### src/rtl/expr_eval_ctrl.sv
// Left-to-right single-digit expression evaluator: validates a digit/operator
// byte stream and presents the W-bit result (or a syntax error) on '='.
module expr_eval_ctrl #(
    parameter int unsigned W = 16
) (
    input  logic         clk,
    input  logic         clr,
    input  logic [7:0]   in,
    input  logic         in_valid,
    output logic         in_ready,
    output logic         syn_ok,
    output logic [W-1:0] res,
    output logic         res_err,
    output logic         res_valid,
    input  logic         res_ack
);

    typedef enum logic [1:0] {EXP_NUM, EXP_OP, ERR, DONE} state_t;
    typedef enum logic [1:0] {OP_ADD, OP_SUB, OP_MUL} op_t;

    state_t         r_state, w_state_nxt;
    op_t            r_op, w_op_nxt;
    logic [W-1:0]   r_acc, w_acc_nxt;
    logic           r_first, w_first_nxt;
    logic [W-1:0]   r_res, w_res_nxt;
    logic           r_res_err, w_res_err_nxt;

    logic           w_accept;
    logic           w_is_digit, w_is_op, w_is_eq;
    logic [7:0]     w_dig_byte;
    logic [W-1:0]   w_d;
    logic [W-1:0]   w_alu;
    op_t            w_in_op;

    assign in_ready   = (r_state != DONE);
    assign syn_ok     = (r_state == EXP_OP);
    assign res_valid  = (r_state == DONE);
    assign res        = r_res;
    assign res_err    = r_res_err;

    assign w_accept   = in_valid && in_ready;
    assign w_is_digit = (in >= 8'h30) && (in <= 8'h39);
    assign w_is_op    = (in == 8'h2B) || (in == 8'h2D) || (in == 8'h2A);
    assign w_is_eq    = (in == 8'h3D);
    assign w_dig_byte = in - 8'h30;
    assign w_d        = {{(W-4){1'b0}}, w_dig_byte[3:0]};

    always_comb begin
        w_in_op = OP_ADD;
        if (in == 8'h2D)
            w_in_op = OP_SUB;
        else if (in == 8'h2A)
            w_in_op = OP_MUL;
    end

    always_comb begin
        w_alu = r_acc + w_d;
        case (r_op)
            OP_SUB:  w_alu = r_acc - w_d;
            OP_MUL:  w_alu = r_acc * w_d;
            default: w_alu = r_acc + w_d;
        endcase
    end

    always_comb begin
        w_state_nxt   = r_state;
        w_op_nxt      = r_op;
        w_acc_nxt     = r_acc;
        w_first_nxt   = r_first;
        w_res_nxt     = r_res;
        w_res_err_nxt = r_res_err;
        case (r_state)
            EXP_NUM: if (w_accept) begin
                if (w_is_digit) begin
                    w_acc_nxt   = r_first ? w_d : w_alu;
                    w_first_nxt = 1'b0;
                    w_state_nxt = EXP_OP;
                end else if (w_is_eq) begin
                    w_res_nxt     = '0;
                    w_res_err_nxt = 1'b1;
                    w_state_nxt   = DONE;
                end else begin
                    w_state_nxt = ERR;
                end
            end
            EXP_OP: if (w_accept) begin
                if (w_is_op) begin
                    w_op_nxt    = w_in_op;
                    w_state_nxt = EXP_NUM;
                end else if (w_is_eq) begin
                    w_res_nxt     = r_acc;
                    w_res_err_nxt = 1'b0;
                    w_state_nxt   = DONE;
                end else begin
                    w_state_nxt = ERR;
                end
            end
            ERR: if (w_accept && w_is_eq) begin
                w_res_nxt     = '0;
                w_res_err_nxt = 1'b1;
                w_state_nxt   = DONE;
            end
            DONE: if (res_ack) begin
                w_acc_nxt   = '0;
                w_first_nxt = 1'b1;
                w_op_nxt    = OP_ADD;
                w_state_nxt = EXP_NUM;
            end
            default: w_state_nxt = EXP_NUM;
        endcase
    end

    always_ff @(posedge clk or posedge clr) begin
        if (clr) begin
            r_state   <= EXP_NUM;
            r_op      <= OP_ADD;
            r_acc     <= '0;
            r_first   <= 1'b1;
            r_res     <= '0;
            r_res_err <= 1'b0;
        end else begin
            r_state   <= w_state_nxt;
            r_op      <= w_op_nxt;
            r_acc     <= w_acc_nxt;
            r_first   <= w_first_nxt;
            r_res     <= w_res_nxt;
            r_res_err <= w_res_err_nxt;
        end
    end

endmodule
### config.mk
export PLATFORM = sky130hd
export DESIGN_NAME = expr_eval_ctrl
export DESIGN_NICKNAME = d
export VERILOG_FILES = /design/src/rtl/expr_eval_ctrl.sv
export SDC_FILE = /design/constraint.sdc
export NUM_CORES = 1
export LEC_CHECK = 0
export CAP_MARGIN = 25
export CORE_MARGIN = 4
export CORE_UTILIZATION = 52
export CTS_CLUSTER_DIAMETER = 150
export DETAILED_ROUTE_END_ITERATION = 7
export PLACE_DENSITY_LB_ADDON = 0.2
export SETUP_SLACK_MARGIN = 0.05
export SLEW_MARGIN = 25
export SYNTH_ARGS = -nofsm -noshare
export SYNTH_HDL_FRONTEND = slang
export SYNTH_SLANG_ARGS = --single-unit
### constraint.sdc
create_clock -name clk -period 3.6 [get_ports clk]
set_clock_uncertainty 0.1 [all_clocks]
set_input_delay 0.36 -clock clk [delete_from_list [all_inputs] [get_ports clk]]
set_output_delay 0.36 -clock clk [all_outputs]
set_load 0.02 [all_outputs]
==> impl_results.html, run 1 <==
<table>
<tr><th>Metric</th><th>Value</th></tr>
<tr><th colspan="2">Power and ir drop</th></tr>
<tr><td>Total net switching power</td><td>300.4 uW</td></tr>
<tr><td>Internal power component</td><td>813.2 uW</td></tr>
<tr><td>Sw Share</td><td>26.98%</td></tr>
<tr><td>Tot Pwr</td><td>1.114 mW</td></tr>
<tr><td>Part of the power in the clock network</td><td>40.6%</td></tr>
<tr><td>Part of the power in combinational logic</td><td>19.4%</td></tr>
<tr><td>Part of the total power dissipated in sequential elements</td><td>39.9%</td></tr>
<tr><td>Power Density</td><td>204.1 nW/um^2</td></tr>
<tr><td>Highest ir drop seen on vdd</td><td>0.1832 mV</td></tr>
<tr><td>Standby leakage power</td><td>2.649 nW</td></tr>
<tr><th colspan="2">Run</th></tr>
<tr><td>Max-capacitance violation count</td><td>0</td></tr>
<tr><th colspan="2">Timing</th></tr>
<tr><td>Unrepaired setup endpoints after global routing</td><td>yes</td></tr>
<tr><td>Endpoints failing hold</td><td>0</td></tr>
<tr><td>Share of the cycle needed by the critical path after routing</td><td>98.94%</td></tr>
<tr><td>Total count of max-transition violations in the final report</td><td>0</td></tr>
<tr><td>Final min period</td><td>3.562 ns</td></tr>
<tr><td>Slew headroom</td><td>57.02%</td></tr>
<tr><td>Worst-Margin Slew</td><td>0.6447 ns</td></tr>
<tr><td>Max Clock Freq</td><td>280.8 MHz</td></tr>
<tr><td>Final Worst Setup Slack</td><td>0.03826 ns</td></tr>
<tr><td>Final setup viols</td><td>0</td></tr>
<tr><th colspan="2">Place</th></tr>
<tr><td># port buffers</td><td>31</td></tr>
<tr><td>HPWL reported at the end of detailed placement</td><td>8529 um</td></tr>
<tr><td>Final RePlAce weighted congestion</td><td>0.9002</td></tr>
<tr><td>Dpl ws</td><td>-0.6474 ns</td></tr>
<tr><td>Total placed cells including tap cells</td><td>714</td></tr>
<tr><th colspan="2">Finish</th></tr>
<tr><td>Nets</td><td>702</td></tr>
<tr><td>End-of-flow core utilization</td><td>70.25%</td></tr>
<tr><td>Share of final-layout standard cells stronger than drive strength 1</td><td>21.34%</td></tr>
<tr><td>Filler-free cell count of the finished design</td><td>730</td></tr>
<tr><td>Antenna cells</td><td>0</td></tr>
<tr><td>Relative area change from synthesis to final layout</td><td>30.61%</td></tr>
<tr><th colspan="2">Worst hold path</th></tr>
<tr><td>Hold WC Path Type</td><td>in -&gt; async</td></tr>
<tr><th colspan="2">Critical path</th></tr>
<tr><td>Setup CP Type</td><td>reg -&gt; reg</td></tr>
<tr><td>Maximum fanout along the worst path</td><td>4</td></tr>
<tr><td>Worst-path cell chain</td><td>inv_2 &gt; nor2_1 &gt; fa_1 &gt; inv_1 &gt; fa_1 &gt; inv_1 &gt; ha_4 &gt; or3b_4 &gt; nand3_1 &gt; a21o_1 &gt; a21oi_1 &gt; xnor2_1 &gt; a221o_1</td></tr>
<tr><td>Required arrival time at the worst endpoint</td><td>3.69 ns</td></tr>
<tr><td>Kind of cell with the highest combined delay on the critical path</td><td>adder cells</td></tr>
<tr><td>Master of the slowest instance on the critical path</td><td>sky130_fd_sc_hd__fa_1</td></tr>
<tr><td>Buffering stage count on the worst path with inverters included</td><td>3</td></tr>
<tr><td>Maximum cell stage delay along the critical path</td><td>0.56 ns</td></tr>
<tr><td>Worst Setup Start Kind</td><td>flop</td></tr>
<tr><td>Crit path arrival time</td><td>3.65 ns</td></tr>
<tr><td>Minimum setup slack among reg-to-reg paths</td><td>0.04 ns</td></tr>
<tr><td>Endpoint type of the worst setup path</td><td>flop</td></tr>
<tr><th colspan="2">Floorplanning</th></tr>
<tr><td>Count of standard-cell rows</td><td>32</td></tr>
<tr><td>Die width</td><td>97.64 um</td></tr>
<tr><td>I/O pin total</td><td>32</td></tr>
<tr><td>Total die area</td><td>9533 sq um</td></tr>
<tr><td>Die height</td><td>97.64 um</td></tr>
<tr><td>Starting utilization of the core area</td><td>53.79%</td></tr>
<tr><td>Core area</td><td>7767 sq um</td></tr>
<tr><th colspan="2">Drt</th></tr>
<tr><td>Total Wirelength</td><td>11560 um</td></tr>
<tr><td>Wire length per cell after detailed routing</td><td>15.83 um</td></tr>
<tr><td>DRC Markers</td><td>0</td></tr>
<tr><td>Final ANT Viol Nets</td><td>0</td></tr>
<tr><td>Number of detailed-routing iterations run before antenna repair</td><td>5</td></tr>
<tr><td>Via density per instance</td><td>5.530</td></tr>
<tr><td>Vias</td><td>4037</td></tr>
<tr><td>Number of DRC markers after the initial detailed-route iteration</td><td>250</td></tr>
<tr><th colspan="2">Yosys</th></tr>
<tr><td>Yosys reg bits</td><td>38</td></tr>
<tr><td>Number of unique standard cell types used by synthesis</td><td>55</td></tr>
<tr><td>Top_reg_cell synth</td><td>sky130_fd_sc_hd__dfrtp_1</td></tr>
<tr><td>Proportion of synthesized chip area in sequential cells</td><td>22.79%</td></tr>
<tr><td>Share of synthesized registers carrying an async set or reset</td><td>100.0%</td></tr>
<tr><td>Mean Syn Cell Area</td><td>8.065 sq um</td></tr>
<tr><td>Synth Net Count</td><td>593</td></tr>
<tr><td>Cells after Synth</td><td>518</td></tr>
<tr><td>Count of flip-flops with a built-in enable after synthesis</td><td>0</td></tr>
<tr><td>Number of warnings printed during yosys synthesis</td><td>0</td></tr>
<tr><td>Post-Synthesis Cell Area</td><td>4178 sq um</td></tr>
<tr><th colspan="2">Clock network</th></tr>
<tr><td>Cts hold-fix bufs</td><td>0</td></tr>
<tr><td>TritonCTS clock tree</td><td>done</td></tr>
<tr><td>CTS root buffer</td><td>sky130_fd_sc_hd__clkbuf_8</td></tr>
<tr><td>Maximum level of the CTS H-tree</td><td>2</td></tr>
<tr><td>Reg clk slew, reported paths</td><td>0.08 ns</td></tr>
<tr><td>CTS sink cnt</td><td>38</td></tr>
<tr><td>Worst-Skew Late Latency</td><td>0.31 ns</td></tr>
<tr><td>Clock buffers created by TritonCTS</td><td>5</td></tr>
<tr><td>Maximum count of clock buffers along a single path</td><td>2</td></tr>
<tr><th colspan="2">GRT</th></tr>
<tr><td>Largest net degree at the start of global routing</td><td>39</td></tr>
<tr><td>Global Route Usage Sum</td><td>23.72%</td></tr>
<tr><td>Remaining Overflow, GRT</td><td>0</td></tr>
<tr><td>Via count of the first global-routing pass</td><td>3965</td></tr>
<tr><td>Global-route wire length before repair</td><td>18710 um</td></tr>
<tr><td>Number of antenna violations at the first check in global routing</td><td>0</td></tr>
<tr><th colspan="2">Status</th></tr>
<tr><td>Run status</td><td>finished, final reports clean</td></tr>
</table>
## placed cells by master, fill, tap and decap left out, types with 3 or more instances in the layout
cell type,netlist,layout
sky130_fd_sc_hd__fa_1,26,25
sky130_fd_sc_hd__nand3_1,8,8
sky130_fd_sc_hd__clkbuf_8,0,5
sky130_fd_sc_hd__nor3_1,6,6
sky130_fd_sc_hd__o21ai_1,6,6
sky130_fd_sc_hd__ha_1,37,33
sky130_fd_sc_hd__xnor2_1,17,16
sky130_fd_sc_hd__clkdlybuf4s50_1,0,28
sky130_fd_sc_hd__a22oi_1,5,5
sky130_fd_sc_hd__dfrtp_1,37,32
sky130_fd_sc_hd__a21oi_1,32,30
sky130_fd_sc_hd__a221o_1,3,3
sky130_fd_sc_hd__dfrtp_2,0,5
sky130_fd_sc_hd__clkbuf_2,0,3
sky130_fd_sc_hd__mux2i_1,3,3
sky130_fd_sc_hd__o31ai_1,4,3
sky130_fd_sc_hd__xor2_1,9,9
sky130_fd_sc_hd__nand2_1,76,75
sky130_fd_sc_hd__and2_4,0,4
sky130_fd_sc_hd__ha_4,0,4
sky130_fd_sc_hd__inv_1,57,54
sky130_fd_sc_hd__nand2b_1,10,10
sky130_fd_sc_hd__and2_1,33,29
sky130_fd_sc_hd__o21ai_0,40,39
sky130_fd_sc_hd__a211oi_1,3,3
sky130_fd_sc_hd__a21o_1,9,9
sky130_fd_sc_hd__o21a_1,3,3
sky130_fd_sc_hd__buf_4,0,87
sky130_fd_sc_hd__nor2_1,35,34
sky130_fd_sc_hd__nor2b_1,4,4
sky130_fd_sc_hd__inv_2,1,4
## power by group through the flow
stage / combinational (mW) / clock (mW) / sequential, mW
after global placement: 0.194 / 0 / 0.452
after CTS: 0.203 / 0.456 / 0.444
after global routing: 0.240 / 0.472 / 0.445
after floorplan: 0.120 / 0 / 0.449
after detailed placement: 0.201 / 0 / 0.452
final: 0.216 / 0.453 / 0.445
## timing repair
item                                    4_1_cts  5_1_grt
gates resized for setup                      11       27
setup buffers                                 1        7
pin swaps                                     2       15
endpoints found under the setup margin        7        7
## through the flow
step	cell area [sq um]	TNS (ns)	hold WS (ns)
after global routing	5456	-0.07162	0.4179
after CTS	5328	0	0.3829
final	5456	0	0.3668
after detailed placement	5156	-3.942	0.3692
after floorplan	4207	0	0.3938
after global placement	5156	-3.349	0.3597
## Yosys cell counts, types with 2 or more instances
cell type                   n  area (sq um)
sky130_fd_sc_hd__xnor2_1   17         148.9
sky130_fd_sc_hd__ha_1      37         462.9
sky130_fd_sc_hd__o211ai_1   2         15.01
sky130_fd_sc_hd__a32o_1     2         20.02
sky130_fd_sc_hd__nand2_1   76         285.3
sky130_fd_sc_hd__o21bai_1   2         15.01
sky130_fd_sc_hd__dfrtp_1   37         925.9
sky130_fd_sc_hd__a221o_1    3         30.03
sky130_fd_sc_hd__nor3_1     6         30.03
sky130_fd_sc_hd__xor2_1     9         78.83
sky130_fd_sc_hd__nor2_1    35         131.4
sky130_fd_sc_hd__and3_1     3         18.77
sky130_fd_sc_hd__nand3_1    8         40.04
sky130_fd_sc_hd__a21o_1     9         67.56
sky130_fd_sc_hd__nor2b_1    4         25.02
sky130_fd_sc_hd__o31ai_1    4         30.03
sky130_fd_sc_hd__or3_1      2         12.51
sky130_fd_sc_hd__fa_1      26         520.5
sky130_fd_sc_hd__a21oi_1   32         160.2
sky130_fd_sc_hd__a22oi_1    5         37.54
sky130_fd_sc_hd__o21ai_1    6         30.03
sky130_fd_sc_hd__clkbuf_1  15         56.30
sky130_fd_sc_hd__o21ai_0   40         200.2
sky130_fd_sc_hd__mux2i_1    3         30.03
sky130_fd_sc_hd__inv_1     57         214.0
sky130_fd_sc_hd__a211oi_1   3         22.52
sky130_fd_sc_hd__a31oi_1    3         18.77
sky130_fd_sc_hd__nand2b_1  10         62.56
sky130_fd_sc_hd__and2_1    33         206.5
sky130_fd_sc_hd__o21a_1     3         22.52
sky130_fd_sc_hd__nand4_1    2         12.51
## logic make-up (layout without fill, tap and decap cells)
logic type | Yosys count | after routing | share of synthesized area [%]
simple gates | 184 | 184 | 20.96
compound gates | 130 | 130 | 19.71
buf+inv | 74 | 184 | 6.828
fa+ha+maj | 63 | 63 | 23.54
flops | 38 | 38 | 22.79
xor+xnor | 26 | 26 | 5.451
mux | 3 | 3 | 0.7188
## tightest hold or removal path, cell delays in order
cell,delay (ns)
sky130_fd_sc_hd__clkdlybuf4s50_1,0.39
sky130_fd_sc_hd__inv_1,0.05
sky130_fd_sc_hd__buf_4,0.42
## registers in the layout (all words and copies together), names as in the netlist
name     flops
r_acc       16
r_first      1
r_state      2
r_op         2
res         16
res_err      1
## layer usage
metal / vias to the layer above / track usage, % / wire length [um]
li1: 1963 / - / -
met1: 1932 / 33.08 / 5235
met2: 122 / 39.59 / 5522
met3: 20 / 2.441 / 536
met4: 0 / 5.857 / 263
met5: - / 0 / 0
## area by class of cell
type / instances / area, sq um
Clock buffer: 5 / 68.82
Clock inverter: 3 / 68.82
Fill cell: 608 / 2311
Inverter: 58 / 217.7
Multi-Input combinational cell: 406 / 3067
Sequential cell: 38 / 958.4
Tap cell: 102 / 127.6
Timing Repair Buffer: 118 / 948.4
## worst paths after layout
path,start,end,cells after the start
min in group clk,res[10]$_DFFE_PP0P_,res[10]$_DFFE_PP0P_,2
hold reg to reg,res[10]$_DFFE_PP0P_,res[10]$_DFFE_PP0P_,2
max in group asynchronous,clr,r_acc[7]$_DFFE_PP0P_,3
hold / removal,clr,r_state[1]$_DFFE_PP0P_,3
setup / recovery,r_acc[1]$_DFFE_PP0P_,r_acc[9]$_DFFE_PP0P_,13
setup reg to reg,r_acc[1]$_DFFE_PP0P_,r_acc[9]$_DFFE_PP0P_,13
(Power assumes the default switching activity.)
==> run 2, diff against run 1 <==
--- a/config.mk
+++ b/config.mk
@@ -5,7 +5,6 @@
 export SDC_FILE = /design/constraint.sdc
 export NUM_CORES = 1
 export LEC_CHECK = 0
-export CAP_MARGIN = 25
 export CORE_MARGIN = 4
 export CORE_UTILIZATION = 52
 export CTS_CLUSTER_DIAMETER = 150
==> results of run 2 <==
Same layout as run 1: the final DEF is identical, and so are final timing and power.
